File: src/rtl/argmin_sequencer.sv
// Sequential argmin search over up to eight 12-bit cost values, one entry per cycle.
// Optional per-entry eligibility mask enabled by defining ARGMIN_MASK_EN.
module argmin_sequencer (
  input  logic        clk_in,
  input  logic        rst_n_in,
  input  logic [11:0] vals_in0,
  input  logic [11:0] vals_in1,
  input  logic [11:0] vals_in2,
  input  logic [11:0] vals_in3,
  input  logic [11:0] vals_in4,
  input  logic [11:0] vals_in5,
  input  logic [11:0] vals_in6,
  input  logic [11:0] vals_in7,
  input  logic [2:0]  num_in,
`ifdef ARGMIN_MASK_EN
  input  logic [7:0]  mask_in,
`endif
  input  logic        start_in,
  input  logic        ack_in,
  output logic        busy_out,
  output logic        valid_out,
  output logic [2:0]  min_index_out,
  output logic [11:0] min_value_out,
  output logic        none_out
);

  typedef enum logic [1:0] {IDLE, SCAN, DONE} state_t;

  state_t      state;
  logic [11:0] vals_q [8];
  logic [2:0]  num_q;
  logic [2:0]  ptr;
  logic        have_q;
  logic [11:0] run_val;
  logic [2:0]  run_idx;
  logic [7:0]  elig;

  logic        take;
  logic        nxt_have;
  logic [11:0] nxt_val;
  logic [2:0]  nxt_idx;

`ifdef ARGMIN_MASK_EN
  logic [7:0]  mask_q;
  logic        none_q;
  assign elig     = mask_q;
  assign none_out = none_q;
`else
  assign elig     = '1;
  assign none_out = 1'b0;
`endif

  // Running-minimum update for the entry under the pointer; strict compare keeps the lowest index on ties.
  always_comb begin
    take     = elig[ptr] && (!have_q || (vals_q[ptr] < run_val));
    nxt_have = have_q || take;
    nxt_val  = take ? vals_q[ptr] : run_val;
    nxt_idx  = take ? ptr : run_idx;
  end

  always_ff @(posedge clk_in or negedge rst_n_in) begin
    if (!rst_n_in) begin
      state         <= IDLE;
      for (int unsigned i = 0; i < 8; i++) vals_q[i] <= '0;
      num_q         <= '0;
      ptr           <= '0;
      have_q        <= 1'b0;
      run_val       <= '0;
      run_idx       <= '0;
      busy_out      <= 1'b0;
      valid_out     <= 1'b0;
      min_index_out <= '0;
      min_value_out <= '0;
`ifdef ARGMIN_MASK_EN
      mask_q        <= '0;
      none_q        <= 1'b0;
`endif
    end else begin
      case (state)
        IDLE: begin
          if (start_in) begin
            vals_q[0] <= vals_in0;
            vals_q[1] <= vals_in1;
            vals_q[2] <= vals_in2;
            vals_q[3] <= vals_in3;
            vals_q[4] <= vals_in4;
            vals_q[5] <= vals_in5;
            vals_q[6] <= vals_in6;
            vals_q[7] <= vals_in7;
            num_q     <= num_in;
`ifdef ARGMIN_MASK_EN
            mask_q    <= mask_in;
`endif
            ptr       <= '0;
            have_q    <= 1'b0;
            run_val   <= '0;
            run_idx   <= '0;
            busy_out  <= 1'b1;
            state     <= SCAN;
          end
        end
        SCAN: begin
          have_q  <= nxt_have;
          run_val <= nxt_val;
          run_idx <= nxt_idx;
          if (ptr == num_q) begin
            // The last entry's evaluation feeds the result registers directly.
            min_index_out <= nxt_have ? nxt_idx : 3'd0;
            min_value_out <= nxt_have ? nxt_val : 12'hFFF;
`ifdef ARGMIN_MASK_EN
            none_q        <= !nxt_have;
`endif
            valid_out     <= 1'b1;
            state         <= DONE;
          end else begin
            ptr <= ptr + 3'd1;
          end
        end
        DONE: begin
          if (ack_in) begin
            valid_out <= 1'b0;
            busy_out  <= 1'b0;
            state     <= IDLE;
          end
        end
        default: state <= IDLE;
      endcase
    end
  end

endmodule

File: config.mk
export PLATFORM = sky130hd
export DESIGN_NAME = argmin_sequencer
export DESIGN_NICKNAME = d
export VERILOG_FILES = /design/src/rtl/argmin_sequencer.sv
export SDC_FILE = /design/constraint.sdc
export NUM_CORES = 1
export LEC_CHECK = 0
export BUFFER_PORTS_ARGS = -buffer_cell sky130_fd_sc_hd__buf_4
export CAP_MARGIN = 10
export CORE_MARGIN = 4
export CORE_UTILIZATION = 60
export DETAILED_ROUTE_END_ITERATION = 10
export PLACE_DENSITY = 0.85
export RECOVER_POWER = 50
export SLEW_MARGIN = 25
export SYNTH_ARGS = -nofsm -noshare
export SYNTH_HDL_FRONTEND = slang
export SYNTH_SLANG_ARGS = --single-unit
File: constraint.sdc
create_clock -name clk_in -period 7.01 [get_ports clk_in]
set_input_delay 1.402 -clock clk_in [delete_from_list [all_inputs] [get_ports clk_in]]
set_output_delay 1.402 -clock clk_in [all_outputs]
set_load 0.01 [all_outputs]
==> qor.csv <==
metric,value,unit
status,"finished, violations left",
failed_checks,"capacitance limit, slew limit",
grt_pass1_vias,5605,
crit_type,register to register,
busiest_layer,met2,
use_met3,5.768,%
whs,474.2,ps
synth_top_cell_area_share,52.51,%
wirelength,16570,um
synth_area,6529,um^2
start_util,62.40,%
clock-sinks,137,
cts-buffers-inserted,17,
root_buffer,clkbuf_8,
io_buffers,119,
cts_buffer_depth,2,
wl_per_cell,17.23,um
ant_nets,0,
ios,121,
post-route-cell-area,7995,um^2
clock-skew-final,5.426,ps
dr_total_vias,5477,
hold_class,register to register,
met2_usage,45.73,%
yosys_most_used_dff,dfrtp_1,
syn_area_per_cell,9.118,um^2
grt_max_degree,105,
viasPerCell,5.693,
synth_edf_count,0,
track_usage,27.67,%
worstPathRequired,7390,ps
peakVddDrop,0.3311,mV
ys_warn_count,0,
synth_nets,831,
dieArea,12610,um^2
first_pass_iters,7,
num_antenna_cells,0,
rsz0062_at_grt,no,
die_h,112.3,um
syn-instance-count,716,
grt_pass1_wl,27660,um
async_reset_ff_share,100.0,%
crit_path_cell_trace,"mux4_2, nor2_1, a221oi_1, ha_1, nand2_1, o21ai_0, a22o_1, nor3_4, o22ai_1",
cp.arrival,4990,ps
setup_violations,0,
min_period,4611,ps
cp_max_fo,39,
powerDensity,560.6,nW/um^2
gp_congestion,0.8881,
cts_setup_buffers,0,
cts-resized-gates,0,
nets,930,
finalPower,4.482,mW
leakage,4.083,nW
cts_tree,done,
hold_depth,2,
synth.cells.most_frequent,"nand2_1, dfrtp_1, nor2_1",
final_hold_viol_count,0,
max_cap_viol_count,4,
grtUsageMet1,36.44,%
die_w,112.3,um
timing.setup.tns,0,ps
slew_headroom,-115.4,%
period_share,65.78,%
yosysTopAreaCell,dfrtp_1,
insertion_delay,540,ps
cts.hold.buffers_added,0,
cpPeakStageDelay,1670,ps
rr_worst_depth,9,
hpwl,11030,um
drcViolationCount,0,
globalRouteOverflowTotal,0,
synth-seq-area-share,52.51,%
antenna_found_initial,0,
cpMaxStageDelayCell,dfrtp_1,
drt-initial-drc-count,386,
yosysMostFrequentCell,nand2_1,
areaGrowthSynthToFinish,22.46,%
drv_slew,229,
place_area,7461,um^2
drive_above_1_share,20.22,%
start_kind,register,
fmax,216.9,MHz
worstMarginPinSlew,3223,ps
cts_max_level,4,
filler_cell_count,725,
ys_ff_latch,137,
rows,37,
clk_pin_slew,60,ps
end_kind,register,
synth.distinct_cells,42,
core,10460,um^2
synth_area_leaders,"dfrtp_1, nand2_1, mux2i_1, mux4_1, ha_1",
-- stage by stage --
stage | util, % | setup slack (ps) | std cells
after floorplan | - | 3847 | 716
after global placement | 71.05 | 3317 | 931
after detailed placement | 71.31 | 3256 | 932
after CTS | 76.56 | 3148 | 962
after global routing | 76.42 | 1527 | 962
final | 76.42 | 2399 | 962
-- placed cells by master (no fill, tap or decap), types with 7 or more instances in the layout --
master	synthesis	final
clkbuf_16	0	16
inv_1	28	28
mux4_1	7	7
dfrtp_1	137	137
o21ai_0	21	21
mux2i_1	23	23
a31oi_1	14	14
nand3_1	18	18
nor2_1	37	36
o32ai_1	11	11
buf_4	1	119
ha_1	12	12
a221oi_1	11	11
nand2_1	311	311
-- area by class of cell --
type | instances | area, um^2 | area share, %
clock buffer | 21 | 449.2 | 5.618
clock inverter | 9 | 100.1 | 1.252
inverter | 28 | 105.1 | 1.315
multi-input combinational | 507 | 2799 | 35.01
sequential | 137 | 3428 | 42.88
tap | 136 | 170.2 | 2.128
timing repair buffer | 124 | 943.4 | 11.80
-- report_power, final --
group | leakage [nW] | switching [mW] | internal (mW)
Sequential | 1.68 | 0.259 | 1.18
Clock | 0.269 | 0.321 | 0.517
Combinational | 2.13 | 1.35 | 0.858
Total | 4.08 | 1.92 | 2.56
-- worst paths after layout --
check                           start          to  slack [ps]
max                            ptr[1]  run_idx[1]        2400
min                        vals_q[13]  vals_q[13]         470
max reg2reg                    ptr[1]  run_idx[1]        2400
min reg2reg                vals_q[13]  vals_q[13]         470
max in group asynchronous    rst_n_in  vals_q[81]        2420
min in group asynchronous    rst_n_in    busy_out        1400
-- cells by family (layout without fill, tap and decap cells) --
| logic type | count (synthesis) | in the layout | share of synthesized area (%) |
|---|---|---|---|
| simple gates | 377 | 377 | 22.98 |
| flops | 137 | 137 | 52.51 |
| compound gates | 76 | 76 | 8.222 |
| buf+inv | 72 | 182 | 4.753 |
| mux | 37 | 37 | 8.643 |
| fa+ha+maj | 12 | 12 | 2.300 |
| xor+xnor | 4 | 4 | 0.5365 |
| other cells | 1 | 1 | 0.05744 |
-- sequential cells by signal, summed over array words and instances, names as in the netlist --
register and count:
busy_out 1, have_q 1, min_index_out 3, min_value_out 12, num_q 3, ptr 3, run_idx 3, run_val 12
state 2, valid_out 1, vals_q 96
-- metal layers --
layer / share of wire [%] / vias up
li1: - / 2561
met5: 0 / -
met1: 42 / 2656
met3: 6.2 / 36
met4: 2.5 / 0
met2: 50 / 224
-- worst max-delay path: cells and delay by family (launching register included) --
| kind | cells | cell delay, ps |
|---|---|---|
| muxes | 1 | 480 |
| AOI/OAI and AO/OA | 4 | 1160 |
| and+or+nand+nor | 3 | 780 |
| DFF | 1 | 1670 |
| adders and majority gates | 1 | 330 |
Note: power is estimated with default switching activity, not from simulation.
